### src/rtl/multi_set_if.sv
// Handshake and result bundle for multi_set.
// Define SET_POINT_STREAM_EN to add the per-point stream signals (pt_valid, pt_x, pt_y).
interface multi_set_if #(
  parameter int NCIRC = 4,
  parameter int CW    = 4
);
  logic                    en;
  logic [NCIRC*2*CW-1:0]   central;
  logic [NCIRC*CW-1:0]     radius;
  logic [2:0]              mode;
  logic                    busy;
  logic                    valid;
  logic [2*CW:0]           candidate;
`ifdef SET_POINT_STREAM_EN
  logic                    pt_valid;
  logic [CW-1:0]           pt_x;
  logic [CW-1:0]           pt_y;

  modport master (
    output en, central, radius, mode,
    input  busy, valid, candidate, pt_valid, pt_x, pt_y
  );
  modport slave (
    input  en, central, radius, mode,
    output busy, valid, candidate, pt_valid, pt_x, pt_y
  );
`else
  modport master (
    output en, central, radius, mode,
    input  busy, valid, candidate
  );
  modport slave (
    input  en, central, radius, mode,
    output busy, valid, candidate
  );
`endif
endinterface

### src/rtl/multi_set.sv
// Counts grid points 1..GRID x 1..GRID that satisfy a set operation over NCIRC circles.
// Optional macro SET_POINT_STREAM_EN adds a stream of the counted points (pt_valid/pt_x/pt_y).
module multi_set #(
  parameter int NCIRC = 4,
  parameter int CW    = 4,
  parameter int GRID  = 8
) (
  input  logic        clk,
  input  logic        rst,
  multi_set_if.slave  bus
);

  localparam int PW = 2*CW+1;

  localparam logic [1:0] S_IDLE  = 2'd0;
  localparam logic [1:0] S_SCAN  = 2'd1;
  localparam logic [1:0] S_DRAIN = 2'd2;
  localparam logic [1:0] S_DONE  = 2'd3;

  logic [1:0]            state_q,   state_d;
  logic [NCIRC*2*CW-1:0] central_q, central_d;
  logic [NCIRC*CW-1:0]   radius_q,  radius_d;
  logic [2:0]            mode_q,    mode_d;
  logic [CW-1:0]         px_q,      px_d;
  logic [CW-1:0]         py_q,      py_d;
  logic                  drain_q,   drain_d;
  logic                  vld_p1_q,  vld_p1_d;
  logic [NCIRC-1:0]      memb_p1_q, memb_p1_d;
  logic [PW-1:0]         cand_q,    cand_d;
  logic [NCIRC-1:0]      memb_p0;
  logic                  hit_p2;
`ifdef SET_POINT_STREAM_EN
  logic [CW-1:0]         ptx_p1_q,  ptx_p1_d;
  logic [CW-1:0]         pty_p1_q,  pty_p1_d;
  logic                  pt_vld_q,  pt_vld_d;
  logic [CW-1:0]         pt_x_q,    pt_x_d;
  logic [CW-1:0]         pt_y_q,    pt_y_d;
`endif

  function automatic logic [CW-1:0] abs_diff(input logic [CW-1:0] a, input logic [CW-1:0] b);
    logic signed [CW:0] d;
    d = $signed({1'b0, a}) - $signed({1'b0, b});
    return (d < 0) ? CW'(-d) : CW'(d);
  endfunction

  function automatic logic [2*CW-1:0] square(input logic [CW-1:0] v);
    logic [2*CW-1:0] w;
    w = {{CW{1'b0}}, v};
    return w * w;
  endfunction

  function automatic logic [PW-1:0] dist_sq(input logic [CW-1:0] dx, input logic [CW-1:0] dy);
    return {1'b0, square(dx)} + {1'b0, square(dy)};
  endfunction

  function automatic logic [3:0] popcount(input logic [NCIRC-1:0] v);
    logic [3:0] c;
    c = 4'd0;
    for (int i = 0; i < NCIRC; i++) c = c + 4'(v[i]);
    return c;
  endfunction

  function automatic logic mode_hit(input logic [2:0] m, input logic [NCIRC-1:0] v);
    logic h;
    case (m)
      3'd0:    h = v[0];
      3'd1:    h = &v;
      3'd2:    h = |v;
      3'd3:    h = ^v;
      3'd4:    h = (popcount(v) == 4'd1);
      3'd5:    h = (popcount(v) == 4'd2);
      default: h = 1'b0;
    endcase
    return h;
  endfunction

  // Stage 0: membership of the presented point in every circle; squares are full width
  always_comb begin : memb_calc
    logic [CW-1:0] cx, cy, r;
    memb_p0 = '0;
    for (int i = 0; i < NCIRC; i++) begin
      cx = central_q[i*2*CW+CW +: CW];
      cy = central_q[i*2*CW    +: CW];
      r  = radius_q[i*CW +: CW];
      memb_p0[i] = dist_sq(abs_diff(px_q, cx), abs_diff(py_q, cy)) <= {1'b0, square(r)};
    end
  end

  // Stage 2 decision on the registered membership vector
  assign hit_p2 = vld_p1_q && mode_hit(mode_q, memb_p1_q);

  always_comb begin
    state_d   = state_q;
    central_d = central_q;
    radius_d  = radius_q;
    mode_d    = mode_q;
    px_d      = px_q;
    py_d      = py_q;
    drain_d   = drain_q;
    vld_p1_d  = (state_q == S_SCAN);
    memb_p1_d = memb_p0;
    cand_d    = hit_p2 ? cand_q + PW'(1) : cand_q;
`ifdef SET_POINT_STREAM_EN
    ptx_p1_d  = px_q;
    pty_p1_d  = py_q;
    pt_vld_d  = hit_p2;
    pt_x_d    = hit_p2 ? ptx_p1_q : pt_x_q;
    pt_y_d    = hit_p2 ? pty_p1_q : pt_y_q;
`endif

    case (state_q)
      S_IDLE: begin
        if (bus.en) begin
          central_d = bus.central;
          radius_d  = bus.radius;
          mode_d    = bus.mode;
          cand_d    = '0;
          px_d      = CW'(1);
          py_d      = CW'(1);
          state_d   = S_SCAN;
        end
      end
      S_SCAN: begin
        if (px_q == CW'(GRID)) begin
          px_d = CW'(1);
          if (py_q == CW'(GRID)) begin
            drain_d = 1'b0;
            state_d = S_DRAIN;
          end else begin
            py_d = py_q + CW'(1);
          end
        end else begin
          px_d = px_q + CW'(1);
        end
      end
      // Two cycles let the last point pass both pipeline stages
      S_DRAIN: begin
        if (drain_q) state_d = S_DONE;
        else         drain_d = 1'b1;
      end
      default: state_d = S_IDLE;
    endcase
  end

  always_ff @(posedge clk or posedge rst) begin
    if (rst) begin
      state_q   <= S_IDLE;
      central_q <= '0;
      radius_q  <= '0;
      mode_q    <= '0;
      px_q      <= '0;
      py_q      <= '0;
      drain_q   <= 1'b0;
      vld_p1_q  <= 1'b0;
      memb_p1_q <= '0;
      cand_q    <= '0;
    end else begin
      state_q   <= state_d;
      central_q <= central_d;
      radius_q  <= radius_d;
      mode_q    <= mode_d;
      px_q      <= px_d;
      py_q      <= py_d;
      drain_q   <= drain_d;
      vld_p1_q  <= vld_p1_d;
      memb_p1_q <= memb_p1_d;
      cand_q    <= cand_d;
    end
  end

`ifdef SET_POINT_STREAM_EN
  always_ff @(posedge clk or posedge rst) begin
    if (rst) begin
      ptx_p1_q <= '0;
      pty_p1_q <= '0;
      pt_vld_q <= 1'b0;
      pt_x_q   <= '0;
      pt_y_q   <= '0;
    end else begin
      ptx_p1_q <= ptx_p1_d;
      pty_p1_q <= pty_p1_d;
      pt_vld_q <= pt_vld_d;
      pt_x_q   <= pt_x_d;
      pt_y_q   <= pt_y_d;
    end
  end

  assign bus.pt_valid = pt_vld_q;
  assign bus.pt_x     = pt_x_q;
  assign bus.pt_y     = pt_y_q;
`endif

  assign bus.busy      = (state_q == S_SCAN) || (state_q == S_DRAIN);
  assign bus.valid     = (state_q == S_DONE);
  assign bus.candidate = cand_q;

endmodule

### src/flat_wrapper.sv
// flat-port wrapper written by rule: the top's interface ports become plain ports
module multi_set_flat 
#(
  parameter int NCIRC = 4,
  parameter int CW    = 4,
  parameter int GRID  = 8
)
  (clk, rst, bus_en, bus_central, bus_radius, bus_mode, bus_busy, bus_valid, bus_candidate);
  multi_set_if #(.NCIRC(NCIRC), .CW(CW)) bus_i ();
  input  logic clk;
  input  logic rst;
  input wire logic [$bits(bus_i.en)-1:0] bus_en;
  input wire logic [$bits(bus_i.central)-1:0] bus_central;
  input wire logic [$bits(bus_i.radius)-1:0] bus_radius;
  input wire logic [$bits(bus_i.mode)-1:0] bus_mode;
  output wire logic [$bits(bus_i.busy)-1:0] bus_busy;
  output wire logic [$bits(bus_i.valid)-1:0] bus_valid;
  output wire logic [$bits(bus_i.candidate)-1:0] bus_candidate;
  assign bus_i.en = bus_en;
  assign bus_i.central = bus_central;
  assign bus_i.radius = bus_radius;
  assign bus_i.mode = bus_mode;
  assign bus_busy = bus_i.busy;
  assign bus_valid = bus_i.valid;
  assign bus_candidate = bus_i.candidate;
  multi_set #(.NCIRC(NCIRC), .CW(CW), .GRID(GRID)) u_core (.clk(clk), .rst(rst), .bus(bus_i));
endmodule
### config.mk
export PLATFORM = sky130hd
export DESIGN_NAME = multi_set_flat
export DESIGN_NICKNAME = d
export VERILOG_FILES = /design/src/rtl/multi_set_if.sv /design/src/rtl/multi_set.sv /design/src/flat_wrapper.sv
export SDC_FILE = /design/constraint.sdc
export NUM_CORES = 1
export LEC_CHECK = 0
export ABC_AREA = 1
export ABC_CLOCK_PERIOD_IN_PS = 6800
export CAP_MARGIN = 0
export CORE_UTILIZATION = 60
export DETAILED_ROUTE_END_ITERATION = 6
export PLACE_DENSITY_LB_ADDON = 0.2
export SYNTH_ARGS = -nofsm -noshare
export SYNTH_HDL_FRONTEND = slang
export SYNTH_SLANG_ARGS = --single-unit
### constraint.sdc
create_clock -name clk -period 6.8 [get_ports clk]
set_input_delay 1.36 -clock clk [delete_from_list [all_inputs] [get_ports clk]]
set_output_delay 1.36 -clock clk [all_outputs]
set_load 0.03 [all_outputs]
==> flow_summary.html <==
<table>
<tr><th>Metric</th><th>Value</th></tr>
<tr><th colspan="2">Status</th></tr>
<tr><td>Result of the run</td><td>finished, final reports clean</td></tr>
<tr><th colspan="2">Logic synthesis</th></tr>
<tr><td>Multiplexer fraction of the synthesized cell area</td><td>0%</td></tr>
<tr><td>Proportion of netlist area held by the largest area contributor</td><td>roughly 22%</td></tr>
<tr><td>Count of yosys warnings during synthesis</td><td>0</td></tr>
<tr><td>Most area-consuming cells after synthesis</td><td>sky130_fd_sc_hd__ha_1 (22%), sky130_fd_sc_hd__dfrtp_1 (20%), sky130_fd_sc_hd__inv_1 (12%)</td></tr>
<tr><td>Avg Synthesized Cell Area</td><td>approximately 7.5 um2</td></tr>
<tr><td>Post-synthesis cell area</td><td>between 9000 and 10,000 um2</td></tr>
<tr><td>Share of the synthesized area in compound gates (AO/OA/AOI/OAI)</td><td>9.57%</td></tr>
<tr><td>Share of the yosys chip area belonging to registers</td><td>between 20% and 30%</td></tr>
<tr><td>Biggest area consumer among synthesized cells</td><td>sky130_fd_sc_hd__ha_1</td></tr>
<tr><td>Simple-Gate Fraction of Synth Area</td><td>19.1%</td></tr>
<tr><td>Post-Syn Instances</td><td>approximately 1,200</td></tr>
<tr><td>Dominant combinational cell family by area after synthesis</td><td>adder cells</td></tr>
<tr><td>Adder-cell area share of the yosys netlist</td><td>roughly 34%</td></tr>
<tr><td>Synth async-reset ratio</td><td>100%</td></tr>
<tr><td>Count of flip-flops with a built-in enable after synthesis</td><td>0</td></tr>
<tr><td>Total of flip-flops plus latches after synthesis</td><td>76</td></tr>
<tr><td>Most frequently used flop master after synthesis</td><td>sky130_fd_sc_hd__dfrtp_1</td></tr>
<tr><td>Syn Nets</td><td>~1,500</td></tr>
<tr><td>Xor/xnor cell area share of the yosys netlist</td><td>under 10%</td></tr>
<tr><td>Synth cell types</td><td>40</td></tr>
<tr><th colspan="2">Drt</th></tr>
<tr><td>Wirelength, routed</td><td>between 15 and 20 mm</td></tr>
<tr><td>Total number of vias</td><td>around 7,700</td></tr>
<tr><td>Vias per Instance</td><td>~5.1</td></tr>
<tr><td>Pre-Repair DR Iteration Count</td><td>4</td></tr>
<tr><td>Antenna-violating nets left</td><td>0</td></tr>
<tr><td>Drt initial violations</td><td>~370</td></tr>
<tr><td>Routed length per instance</td><td>12.7 um</td></tr>
<tr><td>DRC errors left</td><td>0</td></tr>
<tr><th colspan="2">Clock network</th></tr>
<tr><td>Resize count post-CTS</td><td>0</td></tr>
<tr><td>Worst-skew pair later-pin latency</td><td>~350 ps</td></tr>
<tr><td>H-tree depth</td><td>3</td></tr>
<tr><td>Clk slew on worst S/H paths</td><td>approximately 70 ps</td></tr>
<tr><td>TritonCTS clock tree</td><td>built</td></tr>
<tr><td>Total CTS buffers</td><td>9</td></tr>
<tr><td>Hold Buf Count CTS</td><td>0</td></tr>
<tr><td>Postcts setup bufs</td><td>0</td></tr>
<tr><td>Buffer levels on the longest clock path</td><td>2</td></tr>
<tr><td>CTS sink count</td><td>76</td></tr>
<tr><td>Root cell of the clock tree</td><td>sky130_fd_sc_hd__clkbuf_16</td></tr>
<tr><th colspan="2">Timing</th></tr>
<tr><td>Pin slew with the least headroom to its limit</td><td>~1000 ps</td></tr>
<tr><td>Highest clock rate</td><td>between 150 and 200 MHz</td></tr>
<tr><td>Unrepaired setup endpoints after global routing</td><td>no</td></tr>
<tr><td>Remaining max-slew budget at the tightest pin</td><td>between 30% and 40%</td></tr>
<tr><td>Final Hold Fails</td><td>0</td></tr>
<tr><td>Clk_skew</td><td>6.38 ps</td></tr>
<tr><td>Crit path time final</td><td>5990 ps</td></tr>
<tr><td>Setup_tns</td><td>0 ps</td></tr>
<tr><td>Period utilization</td><td>around nine tenths</td></tr>
<tr><td>Pins Over Slew Limit</td><td>0</td></tr>
<tr><td>Final setup violation count</td><td>0</td></tr>
<tr><th colspan="2">Worst setup path</th></tr>
<tr><td>Critical path's largest stage delay</td><td>about 560 ps</td></tr>
<tr><td>Crit-path max FO</td><td>7</td></tr>
<tr><td>Setup slack of the most critical reg-to-reg path</td><td>about 810 ps</td></tr>
<tr><td>CP arrival</td><td>6260 ps</td></tr>
<tr><td>Reg2reg start</td><td>u_core.py_q[0]</td></tr>
<tr><td>Critical-path top delay cell</td><td>sky130_fd_sc_hd__fa_1</td></tr>
<tr><td>Crit path required time</td><td>7070 ps</td></tr>
<tr><td>Setup CP Type</td><td>register to register</td></tr>
<tr><td>Launching instance or port of the critical path</td><td>u_core.py_q[0]</td></tr>
<tr><td>Most used cell, CP</td><td>sky130_fd_sc_hd__nand2_1</td></tr>
<tr><td>Capturing element of the worst setup path</td><td>u_core.memb_p1_q[2]</td></tr>
<tr><td>Critical path startpoint category</td><td>register</td></tr>
<tr><td>Setup crit end kind</td><td>register</td></tr>
<tr><td>R2r worst-path depth</td><td>30</td></tr>
<tr><td>Critical register-to-register path endpoint</td><td>u_core.memb_p1_q[2]</td></tr>
<tr><th colspan="2">Placed design</th></tr>
<tr><td>Count of input and output buffers</td><td>64</td></tr>
<tr><td>HPWL Detailed</td><td>between 15 and 20 mm</td></tr>
<tr><td>RePlAce Congestion</td><td>0.829</td></tr>
<tr><th colspan="2">Final layout</th></tr>
<tr><td>Total of fill cells in the finished design</td><td>between 1,000 and 1,500</td></tr>
<tr><td>Share of layout cells above drive strength 1</td><td>3.59%</td></tr>
<tr><td>Number of antenna diodes</td><td>0</td></tr>
<tr><td>Area of the multi-input gates</td><td>about 6200 um2</td></tr>
<tr><td>Final #Nets</td><td>approximately 1,600</td></tr>
<tr><td>Layout overhead on the synthesized area</td><td>12.0%</td></tr>
<tr><td>Flip-flop and latch area</td><td>between 1500 and 2000 um2</td></tr>
<tr><th colspan="2">Die</th></tr>
<tr><td>Effective utilization at floorplan</td><td>roughly three fifths</td></tr>
<tr><td>Standard-cell row count</td><td>45</td></tr>
<tr><td>Die span in y</td><td>127 um</td></tr>
<tr><td>Die footprint</td><td>16,100 um2</td></tr>
<tr><td>Area inside the core boundary</td><td>approximately 15,000 um2</td></tr>
<tr><td>Overall die width</td><td>127 um</td></tr>
<tr><td>Top Ports</td><td>65</td></tr>
<tr><th colspan="2">Global route</th></tr>
<tr><td>Via count of the first global-routing pass</td><td>7,559</td></tr>
<tr><td>Total Routing Usage GR</td><td>approximately a quarter</td></tr>
<tr><td>Pin count of the biggest net entering global routing</td><td>between 70 and 80</td></tr>
<tr><td>Wire length of the first global-routing pass</td><td>between 30 and 40 mm</td></tr>
<tr><td>Number of antenna violations at the first check in global routing</td><td>0</td></tr>
<tr><td>Global-route congestion overflow total</td><td>0</td></tr>
<tr><th colspan="2">Min path</th></tr>
<tr><td>Worst hold path depth</td><td>2</td></tr>
<tr><td>Class of the tightest hold or removal check</td><td>register to register</td></tr>
<tr><th colspan="2">Flow run</th></tr>
<tr><td>Max Cap Violations</td><td>0</td></tr>
</table>
==> cells in the mapped netlist, types with 3 or more instances <==
master / count
sky130_fd_sc_hd__a21oi_1: 50
sky130_fd_sc_hd__nand2_2: 4
sky130_fd_sc_hd__nand4_1: 11
sky130_fd_sc_hd__o22ai_1: 3
sky130_fd_sc_hd__nand2_1: 298
sky130_fd_sc_hd__o21ai_2: 7
sky130_fd_sc_hd__a21o_1: 6
sky130_fd_sc_hd__buf_4: 6
sky130_fd_sc_hd__nor3_1: 10
sky130_fd_sc_hd__ha_1: 166
sky130_fd_sc_hd__a31oi_1: 7
sky130_fd_sc_hd__nor2_1: 52
sky130_fd_sc_hd__or2_2: 3
sky130_fd_sc_hd__or2_1: 4
sky130_fd_sc_hd__xor2_1: 35
sky130_fd_sc_hd__xnor2_1: 12
sky130_fd_sc_hd__o211ai_1: 4
sky130_fd_sc_hd__nand3_1: 43
sky130_fd_sc_hd__clkbuf_1: 5
sky130_fd_sc_hd__o21ai_0: 55
sky130_fd_sc_hd__dfrtp_1: 76
sky130_fd_sc_hd__o21bai_1: 7
sky130_fd_sc_hd__inv_1: 299
sky130_fd_sc_hd__fa_1: 53
==> worst min-delay path by stage <==
stage	from	end	slack, ps
6_report	u_core.central_q[12]	u_core.central_q[12]	500
5_1_grt	u_core.central_q[8]	u_core.central_q[8]	550
4_1_cts	u_core.central_q[12]	u_core.central_q[12]	500
3_5_place_dp	u_core.central_q[12]	u_core.central_q[12]	480
3_3_place_gp	u_core.central_q[16]	u_core.central_q[16]	490
2_1_floorplan	u_core.central_q[0]	u_core.central_q[0]	450
==> worst max-delay path: cells and delay by family (launching register included) <==
kind                     cells  cell delay [ps]
adder cells (fa/ha/maj)      9             3640
buffers and inverters        6              520
AND/OR/NAND/NOR             13              970
AO/OA/AOI/OAI                2              400
flip-flops                   1              400
==> area by class of cell <==
class,instances,area share (%)
multi-input cells,849,59.5
flip-flops and latches,76,18.2
inverters,301,10.8
repair buffers,66,6.26
well taps,188,2.25
clock buffers,10,2.19
clock inverters,6,0.849
==> registers in the layout, summed over array words and instances, names as in the netlist <==
name                  count
u_core.vld_p1_q           1
u_core.px_q               4
u_core.state_q            2
u_core.mode_q             3
u_core.py_q               4
u_core.bus.candidate      9
u_core.radius_q          16
u_core.memb_p1_q          4
u_core.central_q         32
u_core.drain_q            1
==> per-layer routing <==
| metal | global-route usage [%] | wire, um |
|---|---|---|
| met1 | 32.3 | 8690 |
| met3 | 3.50 | 519 |
| met4 | 9.80 | 514 |
| met5 | 0 | 0 |
| met2 | 45.6 | 9280 |
==> placed cells by master (no fill, tap or decap), drive strengths merged, types with 12 or more instances in the layout <==
cell type,n
clkdlybuf4s50,64
fa,53
ha,166
a21oi,54
o21ai,65
nand2,302
dfrtp,76
xnor2,12
nand3,44
nor2,55
inv,300
xor2,35
==> logic make-up after synthesis <==
logic type,after synthesis
adders and majority gates,219
AOI/OAI and AO/OA,150
xor gates and xnor gates,47
and+or+nand+nor,433
buffers and inverters,315
DFF,76
==> stage by stage <==
stage,instance area (um2),instances,util [%],setup WS (ps),hold slack (ps)
after floorplan,9340,1240,-,1240,453
after global placement,10200,1480,66.8,945,487
after detailed placement,10200,1480,66.8,786,484
after CTS,10500,1496,68.9,769,501
after global routing,10500,1496,68.9,351,547
final,10500,1496,68.9,809,503
Power is not shown: default switching activity piles up to over one toggle a cycle in this logic, so the estimate is an artifact.
